$ cat config.mk
export PLATFORM = sky130hd
export DESIGN_NAME = trap_controller_flat
export DESIGN_NICKNAME = d
export VERILOG_FILES = /design/src/rtl/trap_controller_if.sv /design/src/rtl/trap_controller.sv /design/src/flat_wrapper.sv
export SDC_FILE = /design/constraint.sdc
export NUM_CORES = 1
export LEC_CHECK = 0
export CORE_MARGIN = 1
export CORE_UTILIZATION = 40
export CTS_CLUSTER_DIAMETER = 100
export DETAILED_ROUTE_END_ITERATION = 7
export PLACE_DENSITY = 0.74
export SETUP_SLACK_MARGIN = 0.3
export SYNTH_ARGS = -nofsm -noshare
export SYNTH_HDL_FRONTEND = slang
export SYNTH_SLANG_ARGS = --single-unit
$ cat constraint.sdc
create_clock -name i_Clock -period 4.69 [get_ports i_Clock]
set_clock_uncertainty 0.2 [all_clocks]
set_input_delay 0.938 -clock i_Clock [delete_from_list [all_inputs] [get_ports i_Clock]]
set_output_delay 0.938 -clock i_Clock [all_outputs]
set_load 0.01 [all_outputs]
$ cat src/rtl/trap_controller_if.sv
// Signal bundle between the pipeline and the trap controller. It carries the trap and MRET requests,
// the instruction CSR write request, the CSR-file write port and the fetch redirect.
interface trap_controller_if;
    logic        i_TrapValid;
    logic        i_TrapIsInterrupt;
    logic [4:0]  i_TrapCause;
    logic [31:0] i_TrapPc;
    logic [31:0] i_TrapTval;
    logic        i_MretValid;
    logic [31:0] i_Mtvec;
    logic [31:0] i_Mepc;
    logic        i_InstrCsrReq;
    logic [11:0] i_InstrCsrNumber;
    logic [31:0] i_InstrCsrData;
    logic        o_InstrCsrGrant;
    logic        o_CsrWriteEnable;
    logic [11:0] o_CsrNumber;
    logic [31:0] o_CsrWriteData;
    logic        o_Stall;
    logic        o_RedirectValid;
    logic [31:0] o_RedirectPc;

    modport slave (
        input  i_TrapValid, i_TrapIsInterrupt, i_TrapCause, i_TrapPc, i_TrapTval,
        input  i_MretValid, i_Mtvec, i_Mepc,
        input  i_InstrCsrReq, i_InstrCsrNumber, i_InstrCsrData,
        output o_InstrCsrGrant, o_CsrWriteEnable, o_CsrNumber, o_CsrWriteData,
        output o_Stall, o_RedirectValid, o_RedirectPc
    );

    modport master (
        output i_TrapValid, i_TrapIsInterrupt, i_TrapCause, i_TrapPc, i_TrapTval,
        output i_MretValid, i_Mtvec, i_Mepc,
        output i_InstrCsrReq, i_InstrCsrNumber, i_InstrCsrData,
        input  o_InstrCsrGrant, o_CsrWriteEnable, o_CsrNumber, o_CsrWriteData,
        input  o_Stall, o_RedirectValid, o_RedirectPc
    );
endinterface

$ cat src/rtl/trap_controller.sv
// Machine-mode trap/MRET sequencer. It serialises the mepc/mcause/mtval writes onto the single CSR
// write port, computes the fetch redirect, and lets instruction CSR writes through while idle.
module trap_controller #(
    parameter int MTVAL_ENABLE = 1
) (
    input  logic              i_Clock,
    input  logic              i_Reset_n,
    trap_controller_if.slave  bus
);
    typedef enum logic [2:0] {
        IDLE     = 3'd0,
        W_EPC    = 3'd1,
        W_CAUSE  = 3'd2,
        W_TVAL   = 3'd3,
        REDIRECT = 3'd4
    } state_t;

    state_t      state, state_next;
    logic [29:0] cap_pc;
    logic [31:0] cap_tval;
    logic [4:0]  cap_cause;
    logic        cap_irq;
    logic [31:0] cap_mtvec;
    logic [29:0] cap_epc;
    logic        cap_is_mret;
    logic [31:0] vec_base;
    logic [31:0] trap_target;

    // Only vectored mode with an interrupt offsets the base; reserved modes fall back to direct.
    assign vec_base    = {cap_mtvec[31:2], 2'b00};
    assign trap_target = (cap_mtvec[1:0] == 2'b01 && cap_irq)
                         ? vec_base + {25'd0, cap_cause, 2'b00} : vec_base;

    always_ff @(posedge i_Clock or negedge i_Reset_n) begin
        if (!i_Reset_n) begin
            state       <= IDLE;
            cap_pc      <= '0;
            cap_tval    <= '0;
            cap_cause   <= '0;
            cap_irq     <= 1'b0;
            cap_mtvec   <= '0;
            cap_epc     <= '0;
            cap_is_mret <= 1'b0;
        end else begin
            state <= state_next;
            if (state == IDLE && bus.i_TrapValid) begin
                cap_pc      <= bus.i_TrapPc[31:2];
                cap_tval    <= bus.i_TrapTval;
                cap_cause   <= bus.i_TrapCause;
                cap_irq     <= bus.i_TrapIsInterrupt;
                cap_mtvec   <= bus.i_Mtvec;
                cap_is_mret <= 1'b0;
            end else if (state == IDLE && bus.i_MretValid) begin
                cap_epc     <= bus.i_Mepc[31:2];
                cap_is_mret <= 1'b1;
            end
        end
    end

    always_comb begin
        state_next           = state;
        bus.o_InstrCsrGrant  = 1'b0;
        bus.o_CsrWriteEnable = 1'b0;
        bus.o_CsrNumber      = '0;
        bus.o_CsrWriteData   = '0;
        bus.o_Stall          = 1'b0;
        bus.o_RedirectValid  = 1'b0;
        bus.o_RedirectPc     = '0;
        case (state)
            IDLE: begin
                if (bus.i_TrapValid) begin
                    state_next  = W_EPC;
                    bus.o_Stall = 1'b1;
                end else if (bus.i_MretValid) begin
                    state_next  = REDIRECT;
                    bus.o_Stall = 1'b1;
                end else if (bus.i_InstrCsrReq) begin
                    bus.o_InstrCsrGrant  = 1'b1;
                    bus.o_CsrWriteEnable = 1'b1;
                    bus.o_CsrNumber      = bus.i_InstrCsrNumber;
                    bus.o_CsrWriteData   = bus.i_InstrCsrData;
                end
            end
            W_EPC: begin
                state_next           = W_CAUSE;
                bus.o_Stall          = 1'b1;
                bus.o_CsrWriteEnable = 1'b1;
                bus.o_CsrNumber      = 12'h341;
                bus.o_CsrWriteData   = {cap_pc, 2'b00};
            end
            W_CAUSE: begin
                state_next           = (MTVAL_ENABLE != 0) ? W_TVAL : REDIRECT;
                bus.o_Stall          = 1'b1;
                bus.o_CsrWriteEnable = 1'b1;
                bus.o_CsrNumber      = 12'h342;
                bus.o_CsrWriteData   = {cap_irq, 26'd0, cap_cause};
            end
            W_TVAL: begin
                state_next           = REDIRECT;
                bus.o_Stall          = 1'b1;
                bus.o_CsrWriteEnable = 1'b1;
                bus.o_CsrNumber      = 12'h343;
                bus.o_CsrWriteData   = cap_tval;
            end
            REDIRECT: begin
                state_next          = IDLE;
                bus.o_Stall         = 1'b1;
                bus.o_RedirectValid = 1'b1;
                bus.o_RedirectPc    = cap_is_mret ? {cap_epc, 2'b00} : trap_target;
            end
            default: state_next = IDLE;
        endcase
        // The grant path is combinational, so reset must also mask it.
        if (!i_Reset_n) begin
            bus.o_InstrCsrGrant  = 1'b0;
            bus.o_CsrWriteEnable = 1'b0;
            bus.o_CsrNumber      = '0;
            bus.o_CsrWriteData   = '0;
            bus.o_Stall          = 1'b0;
            bus.o_RedirectValid  = 1'b0;
            bus.o_RedirectPc     = '0;
        end
    end
endmodule

$ cat src/flat_wrapper.sv
// flat-port wrapper written by rule: the top's interface ports become plain ports
module trap_controller_flat 
#(
    parameter int MTVAL_ENABLE = 1
)
  (i_Clock, i_Reset_n, bus_i_TrapValid, bus_i_TrapIsInterrupt, bus_i_TrapCause, bus_i_TrapPc, bus_i_TrapTval, bus_i_MretValid, bus_i_Mtvec, bus_i_Mepc, bus_i_InstrCsrReq, bus_i_InstrCsrNumber, bus_i_InstrCsrData, bus_o_InstrCsrGrant, bus_o_CsrWriteEnable, bus_o_CsrNumber, bus_o_CsrWriteData, bus_o_Stall, bus_o_RedirectValid, bus_o_RedirectPc);
  trap_controller_if bus_i ();
  input  logic i_Clock;
  input  logic i_Reset_n;
  input wire logic [$bits(bus_i.i_TrapValid)-1:0] bus_i_TrapValid;
  input wire logic [$bits(bus_i.i_TrapIsInterrupt)-1:0] bus_i_TrapIsInterrupt;
  input wire logic [$bits(bus_i.i_TrapCause)-1:0] bus_i_TrapCause;
  input wire logic [$bits(bus_i.i_TrapPc)-1:0] bus_i_TrapPc;
  input wire logic [$bits(bus_i.i_TrapTval)-1:0] bus_i_TrapTval;
  input wire logic [$bits(bus_i.i_MretValid)-1:0] bus_i_MretValid;
  input wire logic [$bits(bus_i.i_Mtvec)-1:0] bus_i_Mtvec;
  input wire logic [$bits(bus_i.i_Mepc)-1:0] bus_i_Mepc;
  input wire logic [$bits(bus_i.i_InstrCsrReq)-1:0] bus_i_InstrCsrReq;
  input wire logic [$bits(bus_i.i_InstrCsrNumber)-1:0] bus_i_InstrCsrNumber;
  input wire logic [$bits(bus_i.i_InstrCsrData)-1:0] bus_i_InstrCsrData;
  output wire logic [$bits(bus_i.o_InstrCsrGrant)-1:0] bus_o_InstrCsrGrant;
  output wire logic [$bits(bus_i.o_CsrWriteEnable)-1:0] bus_o_CsrWriteEnable;
  output wire logic [$bits(bus_i.o_CsrNumber)-1:0] bus_o_CsrNumber;
  output wire logic [$bits(bus_i.o_CsrWriteData)-1:0] bus_o_CsrWriteData;
  output wire logic [$bits(bus_i.o_Stall)-1:0] bus_o_Stall;
  output wire logic [$bits(bus_i.o_RedirectValid)-1:0] bus_o_RedirectValid;
  output wire logic [$bits(bus_i.o_RedirectPc)-1:0] bus_o_RedirectPc;
  assign bus_i.i_TrapValid = bus_i_TrapValid;
  assign bus_i.i_TrapIsInterrupt = bus_i_TrapIsInterrupt;
  assign bus_i.i_TrapCause = bus_i_TrapCause;
  assign bus_i.i_TrapPc = bus_i_TrapPc;
  assign bus_i.i_TrapTval = bus_i_TrapTval;
  assign bus_i.i_MretValid = bus_i_MretValid;
  assign bus_i.i_Mtvec = bus_i_Mtvec;
  assign bus_i.i_Mepc = bus_i_Mepc;
  assign bus_i.i_InstrCsrReq = bus_i_InstrCsrReq;
  assign bus_i.i_InstrCsrNumber = bus_i_InstrCsrNumber;
  assign bus_i.i_InstrCsrData = bus_i_InstrCsrData;
  assign bus_o_InstrCsrGrant = bus_i.o_InstrCsrGrant;
  assign bus_o_CsrWriteEnable = bus_i.o_CsrWriteEnable;
  assign bus_o_CsrNumber = bus_i.o_CsrNumber;
  assign bus_o_CsrWriteData = bus_i.o_CsrWriteData;
  assign bus_o_Stall = bus_i.o_Stall;
  assign bus_o_RedirectValid = bus_i.o_RedirectValid;
  assign bus_o_RedirectPc = bus_i.o_RedirectPc;
  trap_controller #(.MTVAL_ENABLE(MTVAL_ENABLE)) u_core (.i_Clock(i_Clock), .i_Reset_n(i_Reset_n), .bus(bus_i));
endmodule
==> metrics, run 1 <==
outcome complete, no violations; Clock Path Buffers 2; Setup WS post-layout 420 ps; Worst-Skew Late Latency roughly 420 ps; final count of hold timing violations 0; worst reg2reg startpoint u_core.state[0]; Seq pwr share 0.355; FF-to-FF setup slack 1880 ps; Die W between 100 and 150 um; Synth Flop Type dfrtp_1; post-detailed-route DRC marker count 0; Initial Utilization 0.413; Syn Area/Cell about 11 sq um; area delta synth->final 50.2%; H-Tree Level Count 4; P_leak 4.08 nW; Hold Worst Slack about 300 ps; Cell variety after synth 43; die height ~130 um; fraction of the cycle the final worst path needs 0.910; Seq/Total Area, Yosys 0.486; Synth top cells by count dfrtp_1 (134), mux2_2 (128), nor2_1 (52), a21oi_1 (42), clkbuf_1 (35); Num Clock Sinks around 130; initial DRC count ~330; routability congestion estimate about 0.87; post-synth top area share 0.486; routed wire length 21400 um; placed cell count ~1100; core area 16700 sq um; Clock Power Share 0.231; Synth Cell Area just under 7000 sq um; Worst Hold End u_core.cap_epc[19]; initial antenna violation count 0; Crit. End Element output port; setup_tns 0 ps; worst hold path type flop to flop; R2R cell count 4; # setup viols final 0; FMAX 234 MHz; RSZ-0062 raised after global routing true; number of routed nets with antenna violations 0; gr usage total 0.248; area occupied by multi-input gates 3310 sq um; grt total ovfl 0; switching share of total power 0.349; Filler Cells Inserted around 1300; Cell Int Power 4.08 mW; largest net degree at the start of global routing 58; min cycle time layout between 4000 and 5000 ps; VDD IR-drop max roughly 0.34 mV; site row count between 40 and 50; hold depth 1; IO Count ~260; via-per-instance ratio 5.48; Max Transition Viols Final 0; Crit Path Class flop to output port; CTS tree built; Non-Filler Instances between 1000 and 1500; First-pass DRT Iterations 5; clock root buffer clkbuf_16; Max stage delay on crit path around 540 ps; slew margin rel. 0.507; Gate Count Post-Synth 610; share of cells above drive strength 1 0.222; final net count 1047; CTS hold repair buffers 0; global-route wire length before repair around 34000 um; CTS clk-pin slew, worst paths approximately 60 ps; Buffers on Ports roughly 260; asr flop ratio synth 1.00; largest cells by area after synthesis dfrtp_1 (49%), mux2_2 (21%), a222oi_1 (4.4%); CP dominant cell by count a21oi_1; top cell type by total area after synthesis dfrtp_1; pre-CTS WS between 500 and 600 ps; Sw Pwr 2.18 mW; Required @ worst endpoint 3550 ps; most common cell in the netlist dfrtp_1; Crit path arrival time 3130 ps; crit path cell chain ha_1 -> inv_1 -> fa_1 -> nand2b_1 -> a21oi_1 -> buf_4 -> buf_2 -> o2111ai_1 -> xor2_1 -> a21oi_1 -> clkdlybuf4s50_1; startpoint types flop; # Max-Cap Violations 0; Synth Register Bits 134; Post-DP HPWL between 15000 and 20000 um; CP Max Fanout 6; Power Density between 600 and 700 nW/um^2; total die area 17800 sq um; Post-synth EDFFs 0; actual slew at the worst max-slew pin 739 ps; routed len/inst 19.6 um; # diodes 0; Num CTS Buffers 17; vias in the first global route 6376; Storage cell area between 3000 and 4000 sq um; Comb pwr share 0.413; R2R Path End u_core.cap_tval[5]; Yosys warnings 0; Hold Path Origin u_core.cap_epc[19]; Design Power 6.27 mW; Crit-path slowest cell clkdlybuf4s50_1; via count between 5000 and 6000
## worst max path at each step
stage / start / depth (start not counted) / end
after floorplan: i_Reset_n / 6 / bus_o_RedirectPc[24]
after global placement: bus_i_TrapValid / 7 / bus_o_CsrNumber[9]
after detailed placement: bus_i_TrapValid / 7 / bus_o_CsrWriteData[8]
after CTS: u_core.state[0] / 6 / bus_o_RedirectPc[16]
after global routing: u_core.cap_cause[0] / 11 / bus_o_RedirectPc[22]
final: u_core.cap_cause[0] / 11 / bus_o_RedirectPc[22]
## metrics by stage
stage,area (sq um),util
2_1_floorplan,6900,-
3_3_place_gp,9680,0.580
3_5_place_dp,9680,0.580
4_1_cts,10300,0.618
5_1_grt,10400,0.620
6_report,10400,0.620
## kinds of logic (layout without fill, tap and decap cells)
family / count (synthesis) / in the layout / synth area share
adders and majority gates: 6 / 6 / 0.0120
DFF: 134 / 134 / 0.486
xor gates and xnor gates: 24 / 24 / 0.0305
muxes: 130 / 130 / 0.212
buffers and inverters: 59 / 319 / 0.0356
and+or+nand+nor: 118 / 118 / 0.0833
AOI/OAI and AO/OA: 138 / 138 / 0.140
other: 1 / 2 / 0.000544
## layout make-up
| class | count | share of cell area |
|---|---|---|
| clock buffers | 21 | 0.0454 |
| clock inverters | 11 | 0.0165 |
| inverters | 10 | 0.00399 |
| multi-input cells | 418 | 0.320 |
| flip-flops and latches | 134 | 0.324 |
| well taps | 220 | 0.0266 |
| repair buffers | 277 | 0.264 |
## power by group through the flow
| stage | Combinational, mW | Sequential [mW] | Clock, mW |
|---|---|---|---|
| floorplan | 1.76 | 2.04 | 0 |
| global placement | 2.48 | 2.18 | 0 |
| detailed placement | 2.56 | 2.23 | 0 |
| CTS | 2.58 | 2.22 | 1.47 |
| global route | 2.82 | 2.30 | 1.52 |
| finish | 2.59 | 2.23 | 1.45 |
## flip-flops by register name, summed over array words and instances (netlist names)
name / count
u_core.cap_irq: 1
u_core.cap_mtvec: 32
u_core.cap_epc: 30
u_core.cap_is_mret: 1
u_core.cap_tval: 32
u_core.cap_cause: 5
u_core.cap_pc: 30
u_core.state: 3
## critical path, delay by kind of cell, from the launching register on
kind,cells,cell delay [ps]
AND/OR/NAND/NOR,1,180
flip-flops,1,380
adder cells (fa/ha/maj),2,580
XOR/XNOR,1,180
buffers and inverters,4,950
AO/OA/AOI/OAI,3,450
## placed cells by master, fill, tap and decap left out, drive strengths merged, types with 7 or more instances in the layout
master,synthesis,layout
nand2b,7,7
nor2,52,52
mux2,128,128
clkdlybuf4s50,0,254
a222oi,30,30
xnor2,16,16
xor2,8,8
a21oi,42,42
o21ai,34,34
clkbuf,35,21
nand2,17,17
dfrtp,134,134
nand3,7,7
and3,13,13
nor3,8,8
inv,9,10
buf,14,22
## layer usage
layer	vias up	wire, um	track usage
met5	-	0	0
met4	0	739	0.116
met3	50	1590	0.0712
met2	273	10600	0.413
met1	2907	8480	0.294
li1	2753	-	-
## repair_timing
item	CTS	global route
endpoints found under the setup margin	0	26
endpoints found under the hold margin	0	0
resized for setup	0	2
buffers inserted	0	4
Note: power is estimated with default switching activity, not from simulation.
==> run 2, diff against run 1 <==
Settings changed: SKIP_CTS_REPAIR_TIMING set to 1.
==> results of run 2 <==
Final layout, timing and power as in run 1 (identical DEF).
==> run 3, diff against run 2 <==
Settings changed: SKIP_LAST_GASP set to 1.
==> results of run 3 <==
Final layout, timing and power as in run 1 (identical DEF).
